### config.mk
export PLATFORM = sky130hd
export DESIGN_NAME = fetch_stage
export DESIGN_NICKNAME = d
export VERILOG_FILES = /design/src/rtl/mips_pkg.sv /design/src/rtl/fetch_stage_pc_select.sv /design/src/rtl/fetch_stage.sv
export SDC_FILE = /design/constraint.sdc
export NUM_CORES = 1
export LEC_CHECK = 0
export BUFFER_PORTS_ARGS = -buffer_cell sky130_fd_sc_hd__buf_2
export CAP_MARGIN = 20
export CORE_MARGIN = 1.5
export CORE_UTILIZATION = 35
export DETAILED_ROUTE_END_ITERATION = 8
export GPL_TIMING_DRIVEN = 1
export PLACE_DENSITY_LB_ADDON = 0.3
export SLEW_MARGIN = 10
export SYNTH_ARGS = -nofsm -noshare
export SYNTH_HDL_FRONTEND = slang
export SYNTH_SLANG_ARGS = --single-unit
### constraint.sdc
create_clock -name clk -period 7 [get_ports clk]
set_input_delay 0.35 -clock clk [delete_from_list [all_inputs] [get_ports clk]]
set_output_delay 0.35 -clock clk [all_outputs]
set_load 0.005 [all_outputs]
### src/rtl/mips_pkg.sv
// Shared MIPS definitions used by the fetch stage and the decode controller.
package mips_pkg;

    // sll $0,$0,0: the bubble placed in IF/ID whenever no real instruction is present.
    localparam logic [31:0] NOP_INSTR = 32'h0000_0000;

    // Primary opcodes (instr[31:26]) recognised by the controller.
    localparam logic [5:0] OP_RTYPE = 6'h00;
    localparam logic [5:0] OP_J     = 6'h02;
    localparam logic [5:0] OP_JAL   = 6'h03;
    localparam logic [5:0] OP_BEQ   = 6'h04;
    localparam logic [5:0] OP_BNE   = 6'h05;
    localparam logic [5:0] OP_ADDI  = 6'h08;
    localparam logic [5:0] OP_LW    = 6'h23;
    localparam logic [5:0] OP_SW    = 6'h2B;

    // R-type function codes (instr[5:0]).
    localparam logic [5:0] FUNC_SLL = 6'h00;
    localparam logic [5:0] FUNC_JR  = 6'h08;
    localparam logic [5:0] FUNC_ADD = 6'h20;
    localparam logic [5:0] FUNC_SUB = 6'h22;
    localparam logic [5:0] FUNC_AND = 6'h24;
    localparam logic [5:0] FUNC_OR  = 6'h25;
    localparam logic [5:0] FUNC_SLT = 6'h2A;

    // Fetch sequencer: IDLE for one cycle out of reset, FETCH while a request
    // is on the bus, HOLD while a fetched word waits in the skid register.
    typedef enum logic [1:0] {
        IDLE  = 2'd0,
        FETCH = 2'd1,
        HOLD  = 2'd2
    } fetch_state_t;

endpackage

### src/rtl/fetch_stage_pc_select.sv
// Redirect selection for the fetch stage: picks the next PC source with
// priority jr > jump > taken branch and forces word alignment of the target.
module pc_select (
    input  logic        jr_i,
    input  logic [31:0] jr_target_i,
    input  logic        jump_i,
    input  logic [25:0] jump_target_i,
    input  logic        branch_taken_i,
    input  logic [31:0] branch_target_i,
    input  logic [31:0] if_id_pc4_i,
    output logic        redirect_o,
    output logic [31:0] target_o
);

    // Byte-offset bits of register/branch targets and the low PC+4 bits are
    // deliberately dropped; they are collected here so the intent is explicit.
    logic unused_bits;
    assign unused_bits = ^{jr_target_i[1:0], branch_target_i[1:0], if_id_pc4_i[27:0]};

    // Priority mux over the three redirect sources.
    always_comb begin
        // NOTE: defaults first, so every path assigns both outputs and no latch is inferred.
        redirect_o = 1'b0;
        target_o   = '0;
        if (jr_i) begin
            redirect_o = 1'b1;
            target_o   = {jr_target_i[31:2], 2'b00};
        end else if (jump_i) begin
            redirect_o = 1'b1;
            target_o   = {if_id_pc4_i[31:28], jump_target_i, 2'b00};
        end else if (branch_taken_i) begin
            redirect_o = 1'b1;
            target_o   = {branch_target_i[31:2], 2'b00};
        end
    end

endmodule

### src/rtl/fetch_stage.sv
// Instruction-fetch stage with IF/ID pipeline register. Issues word fetches
// over a req/ack handshake, buffers one word while decode stalls, and applies
// jr/jump/branch redirects, discarding any response already in flight.
module fetch_stage #(
    parameter logic [31:0] RESET_PC  = 32'h0000_0000,
    parameter logic [31:0] NOP_INSTR = mips_pkg::NOP_INSTR
) (
    input  logic        clk,
    input  logic        reset,
    input  logic        stall,
    input  logic        branch_taken,
    input  logic [31:0] branch_target,
    input  logic        jump,
    input  logic [25:0] jump_target,
    input  logic        jr,
    input  logic [31:0] jr_target,
    output logic        imem_req,
    output logic [31:0] imem_addr,
    input  logic [31:0] imem_rdata,
    input  logic        imem_ack,
    output logic [31:0] if_id_instr,
    output logic [31:0] if_id_pc4,
    output logic        if_id_valid,
    output logic [5:0]  op,
    output logic [5:0]  func,
    output logic        fetch_busy
);
    import mips_pkg::*;

    fetch_state_t state_q;
    logic [31:0]  pc_q;
    logic [31:0]  pc4_d;
    logic [31:0]  pending_q;      // redirect target to load once the killed response returns
    logic         kill_q;         // the outstanding request belongs to a squashed path
    logic [31:0]  skid_q;
    logic [31:0]  skid_pc4_q;
    logic [31:0]  if_id_instr_q;
    logic [31:0]  if_id_pc4_q;
    logic         if_id_valid_q;
    logic         imem_req_q;
    logic         redirect;
    logic [31:0]  redirect_target;

    assign pc4_d = pc_q + 32'd4;  // modulo 2^32: 0xFFFF_FFFC wraps to 0

    pc_select u_pc_select (
        .jr_i            (jr),
        .jr_target_i     (jr_target),
        .jump_i          (jump),
        .jump_target_i   (jump_target),
        .branch_taken_i  (branch_taken),
        .branch_target_i (branch_target),
        .if_id_pc4_i     (if_id_pc4_q),
        .redirect_o      (redirect),
        .target_o        (redirect_target)
    );

    // Fetch sequencer, PC, skid buffer and IF/ID register.
    always_ff @(posedge clk) begin
        // NOTE: non-blocking assignments, so every register sees pre-edge values of the others.
        if (reset) begin
            state_q       <= IDLE;
            pc_q          <= RESET_PC;
            pending_q     <= RESET_PC;
            kill_q        <= 1'b0;
            imem_req_q    <= 1'b0;
            if_id_instr_q <= NOP_INSTR;
            if_id_pc4_q   <= '0;
            if_id_valid_q <= 1'b0;
            // NOTE: skid_q/skid_pc4_q are data-only and never read outside HOLD, so they carry no reset.
        end else begin
            // A redirect always squashes the instruction in IF/ID, stall or not.
            if (redirect) begin
                if_id_instr_q <= NOP_INSTR;
                if_id_valid_q <= 1'b0;
            end
            case (state_q)
                IDLE: begin
                    state_q    <= FETCH;
                    imem_req_q <= 1'b1;
                    if (redirect) pc_q <= redirect_target;
                end
                FETCH: begin
                    if (imem_ack) begin
                        kill_q <= 1'b0;
                        if (redirect) begin
                            pc_q <= redirect_target;
                        end else if (kill_q) begin
                            // Response of a squashed path: drop it and restart at the target.
                            pc_q <= pending_q;
                            if (!stall) begin
                                if_id_instr_q <= NOP_INSTR;
                                if_id_valid_q <= 1'b0;
                            end
                        end else if (stall) begin
                            skid_q     <= imem_rdata;
                            skid_pc4_q <= pc4_d;
                            pc_q       <= pc4_d;
                            state_q    <= HOLD;
                            imem_req_q <= 1'b0;
                        end else begin
                            if_id_instr_q <= imem_rdata;
                            if_id_pc4_q   <= pc4_d;
                            if_id_valid_q <= 1'b1;
                            pc_q          <= pc4_d;
                        end
                    end else if (redirect) begin
                        // Address must stay put until the ack; remember where to go next.
                        pending_q <= redirect_target;
                        kill_q    <= 1'b1;
                    end else if (!stall) begin
                        if_id_instr_q <= NOP_INSTR;
                        if_id_valid_q <= 1'b0;
                    end
                end
                HOLD: begin
                    if (redirect) begin
                        pc_q       <= redirect_target;
                        state_q    <= FETCH;
                        imem_req_q <= 1'b1;
                    end else if (!stall) begin
                        if_id_instr_q <= skid_q;
                        if_id_pc4_q   <= skid_pc4_q;
                        if_id_valid_q <= 1'b1;
                        state_q       <= FETCH;
                        imem_req_q    <= 1'b1;
                    end
                end
                default: begin
                    state_q    <= IDLE;
                    imem_req_q <= 1'b0;
                end
            endcase
        end
    end

    assign imem_req    = imem_req_q;
    assign imem_addr   = pc_q;
    assign if_id_instr = if_id_instr_q;
    assign if_id_pc4   = if_id_pc4_q;
    assign if_id_valid = if_id_valid_q;
    assign op          = if_id_instr_q[31:26];
    assign func        = if_id_instr_q[5:0];
    assign fetch_busy  = (state_q == FETCH) && !imem_ack;

endmodule

# Word level (Yosys, flattened, before mapping)
# Cells that the tools add are included.
# totals
register_bits	197
in_bits	129
# op_classes
n_addsub	1
eq_ne	11
muxes	53
bitwise	4
reduce_logical	13
# ops
operator	count
$mux 32	22
$pmux 32 s2	3
$add 32x3->32 const B	1
$mux 1	19
$ne 2x2->1 const B	7
$mux 2	6
$reduce_and 7->1	1
$pmux 2 s3	1
$reduce_and 3->1	2
$reduce_and 6->1	1
$reduce_bool 2->1	3
$reduce_and 5->1	1
$not 1->1	4
$ne 3x3->1 const B	1
$pmux 1 s3	1
$eq 2x1->1 const B	1
$eq 2x2->1 const B	1
$logic_not 2->1	1
$ne 2x1->1 const B	1
$pmux 1 s2	1
$reduce_and 2->1	1
$reduce_or 2->1	1
$logic_and 1x1->1	1
$logic_not 1->1	1

# Longest topological paths before layout
# depth
ltp_word	9
ltp_mapped	10
ltp_nobuf	8

# By module
# A second synthesis with hierarchy kept.
# unflattened
cells_unflattened	1125
area_unflattened_um2	9669.3
# by_module_without_submodules
module	instances	cells_per_inst	area_each_um2
fetch_stage	1	984	8813.5
pc_select	1	141	855.8

# Worst setup path before layout
# OpenSTA, ideal clock, no wires.
# synth_path
kind	in2reg
start	input jump
end	register skid_pc4_q[10], enable pin
setup_ps	558
arrival_time_ps	5293
required_time_ps	6442
slack_ps	1149
path_stages	4
path_buffers	1
cell_sequence	buf_2 -> nor3_2 -> nand3b_1 -> nor3_1
# synth_via
elab_chain_cells	4
# synth_lines
element	line_no	rtl
from (decl)	fetch_stage.sv:13	input logic jump,
$mux 1	fetch_stage_pc_select.sv:28	end else if (jump_i) begin
$mux 1	fetch_stage_pc_select.sv:25	if (jr_i) begin
$not 1->1 (no line)	n/a	
$reduce_and 6->1 (no line)	n/a	
to (signal assigned)	fetch_stage.sv:97	skid_pc4_q <= pc4_d;
to (decl)	fetch_stage.sv:36	logic [31:0] skid_pc4_q;
# No other way between the ends.
# A chain may end at the register's enable or synchronous reset.

# Worst setup path in the final report
# layout_path
start	register state_q[0]
end	register pc_q[20] (netlist: imem_addr[20])
# layout_via
elab_chain_cells	4
word_cells_on_any_way	9
classes_between	4 x eq/ne; 1 x mux; 4 x reduce/logical
# layout_lines
element	line_no	rtl
from (decl)	fetch_stage.sv:30	fetch_state_t state_q;
from (signal assigned)	fetch_stage.sv:62	state_q <= IDLE;
from (signal assigned)	fetch_stage.sv:79	state_q <= FETCH;
from (signal assigned)	fetch_stage.sv:99	state_q <= HOLD;
$eq 2x2->1 or $logic_not 2->1 (tied branches)	fetch_stage.sv:77	case (state_q)
$reduce_or 2->1 (no line)	n/a	
$ne 2x1->1 (no line) or $reduce_bool 2->1 (tied branches)	n/a	
$reduce_and 3->1 (no line)	n/a	
to (signal assigned)	fetch_stage.sv:81	if (redirect) pc_q <= redirect_target;
to (signal assigned)	fetch_stage.sv:87	pc_q <= redirect_target;
to (signal assigned)	fetch_stage.sv:90	pc_q <= pending_q;
to (decl)	fetch_stage.sv:31	logic [31:0] pc_q;
# Several ways; a longest one is shown, not always the timed one.

==> results_dict.tcl <==
set metrics [dict create \
    grt_start_max_net_pins 61 \
    antenna_cells 0 \
    die_h_um 162 \
    route.met3.wl_um 1870 \
    first_iter_violations 637 \
    die_area_um2 26400 \
    met1Wirelength_um 12000 \
    ioPinCount 240 \
    fin_worst_skew_ns 0.0124 \
    clock.fmax_mhz 347 \
    cap_viol_max_count 0 \
    antenna_found_initial 0 \
    netlist_instances 968 \
    pre_cts_slack_ns 3.79 \
    p_leak_nw 4.26 \
    drc 0 \
    post_cts_buffers 0 \
    worst_pin_slew_ns 1.06 \
    period_share 0.411 \
    setup_violations 0 \
    hp-class "primary input to flip-flop" \
    cts_tree "built" \
    antenna_left 0 \
    synthesis.area_um2 8900 \
    synth.top_cell.area_share 0.283 \
    clk_latency_ns 0.43 \
    firstDrtPassIters 7 \
    critical_path_class "flip-flop to flip-flop" \
    nets 1280 \
    core_area_um2 25000 \
    cp.required_ns 7.38 \
    powerDensity_nw_per_um2 236 \
    synth-warning-count 0 \
    via_count 7823 \
    fin_tns_setup_ns 0 \
    period_minus_slack_ns 2.88 \
    clock-root-buffer "clkbuf_16" \
    track_usage 0.190 \
    ys_types 61 \
    yosysMostFrequentCell "dfxtp_1" \
    ys_top_cells_by_area "dfxtp_1 (28%), edfxtp_1 (21%), nand2_1 (5.3%)" \
    wl_met2_um 11400 \
    grt_pass1_wl_um 39200 \
    die_w_um 162 \
    holdBufCountCts 0 \
    gp_congestion 0.815 \
    yosysTopAreaCell "dfxtp_1" \
    cp-end-kind "flip-flop" \
    highest_layer "met4" \
    viasPerCell 5.25 \
    cts_sinks 188 \
    cts-resized-gates 0 \
    slew_headroom 0.286 \
    cts.clk_slew.worst_paths_ns 0.07 \
    final_hold_viol_count 0 \
    synthArstFlopShare 0 \
    synth-edff-count 62 \
    initial_core_util 0.356 \
    place_hpwl_um 17700 \
    start_kind "flip-flop" \
    row_count 58 \
    avgSynthCellArea_um2 9.20 \
    vdd_drop_max_mv 0.144 \
    worst_slack_ns 4.12 \
    synth_commonest_cells "dfxtp_1 (126), nand2_1 (125), a21oi_1 (81)" \
    htree_levels 4 \
    grt_pass1_vias 6996 \
    numCtsBuffers 17 \
    clock_path_buffers 2 \
    grt-ovfl-total 0 \
    synth_top_flop_cell "dfxtp_1" \
    drive_above_1_share 0.271 \
    totalWireLength_um 25400 \
    area_delta_synth_final_pct 21.3 \
    crit_arrival_ns 3.26 \
    port_buffers 231 \
    finalMaxSlewViolations 0 \
    wl_per_cell_um 17.1 \
    grt_setup_unrepaired "false" \
    crit_fanout 52 \
    outcome "finished clean" \
    synth_seq_cells 188 \
    synth_seq_area_share 0.492 \
]
-- cell usage in the layout, fill, tap and decap left out, types with 3 or more instances in the layout --
cell	netlist	layout
a31o_2	17	17
mux2i_1	10	10
nor3_1	13	12
and3_1	17	17
o21ai_0	68	68
buf_4	18	15
nand2_1	125	125
nand3_1	21	21
inv_1	19	19
o211ai_1	31	31
nand3b_1	17	17
nor2b_1	15	15
nor3_2	2	3
o2bb2ai_1	7	7
dfxtp_1	126	126
buf_2	8	231
nand4_1	12	12
nand2b_1	26	26
edfxtp_1	62	62
o22ai_1	10	10
a31oi_1	11	11
nor4_1	3	3
xnor2_1	15	15
ha_1	4	4
nor2_1	59	58
a22oi_1	45	45
a21oi_1	81	81
o21ai_1	3	3
a22o_1	5	5
a211oi_1	6	6
xor2_1	12	12
a211o_1	6	6
inv_8	0	6
clkbuf_16	0	17
conb_1	1	4
-- layer usage --
metal  GRT usage  vias to the layer above
li1            -                     3840
met1       0.273                     3681
met2       0.290                      289
met3      0.0395                       13
met4      0.0471                        0
met5           0                        -
-- registers in the layout, summed over array words and instances, names as in the netlist --
signal,count
pending_q,30
if_id_pc4,30
imem_addr,30
skid_q,32
skid_pc4_q,30
kill_q,1
state_q,2
if_id_valid,1
if_id_instr,32
-- through the flow --
stage                     total power (W)  utilization  hold slack (ns)  instance area [µm²]  cells
after floorplan                   0.00141            -            0.432                 8910    971
after global placement            0.00154        0.406            0.428                10200   1457
after detailed placement          0.00154        0.406            0.438                10200   1457
after CTS                         0.00256        0.431           0.0906                10800   1489
after global routing              0.00265        0.431           0.0809                10800   1490
final                             0.00254        0.431            0.111                10800   1490
-- where the power goes --
part           switching (W)  total [W]  internal [W]
Sequential         0.0000455    0.00121       0.00116
Clock               0.000472    0.00102      0.000550
Combinational       0.000191   0.000314      0.000123
Total               0.000708    0.00254       0.00184
-- final cells by class --
cell class | instances | area [µm²]
Inverter | 19 | 71.3
Tap cell | 330 | 413
Clock buffer | 17 | 425
Clock inverter | 15 | 200
Multi-Input combinational cell | 674 | 4020
Fill cell | 2482 | 14200
Timing Repair Buffer | 247 | 1280
Sequential cell | 188 | 4380
-- path summary, 6_finish.rpt --
check / from / to / slack, ns / depth (start not counted)
worst max-delay path: state_q[0]$_SDFFE_PP0P_ / imem_addr[20]$_SDFFE_PP0P_ / 4.12 / 7
worst min register to register: if_id_pc4[12]$_SDFFE_PP0P_ / if_id_pc4[12]$_SDFFE_PP0P_ / 0.45 / 2
worst max register to register: state_q[0]$_SDFFE_PP0P_ / imem_addr[20]$_SDFFE_PP0P_ / 4.12 / 7
worst min-delay path: imem_rdata[19] / skid_q[19]$_DFFE_PP_ / 0.11 / 1
-- critical path, stage by stage, from the launching register on --
cell and delay [ns]:
dfxtp_1 0.48, inv_1 0.11, ha_1 0.22, buf_4 0.30, nor3_2 0.91, nand3_2 0.26, nor2_1 0.38, a211o_1 0.18
-- cells by family (layout without fill, tap and decap cells) --
family                     count (synthesis)  in the layout  synth area share
and+or+nand+nor                          324            324             0.183
xor gates and xnor gates                  27             27            0.0266
adders and majority gates                  4              4           0.00562
buffers and inverters                    109            298            0.0589
DFF                                      188            188             0.492
AOI/OAI and AO/OA                        304            304             0.220
other                                      1              4          0.000421
muxes                                     11             11            0.0125
Note: power is estimated with default switching activity, not from simulation.
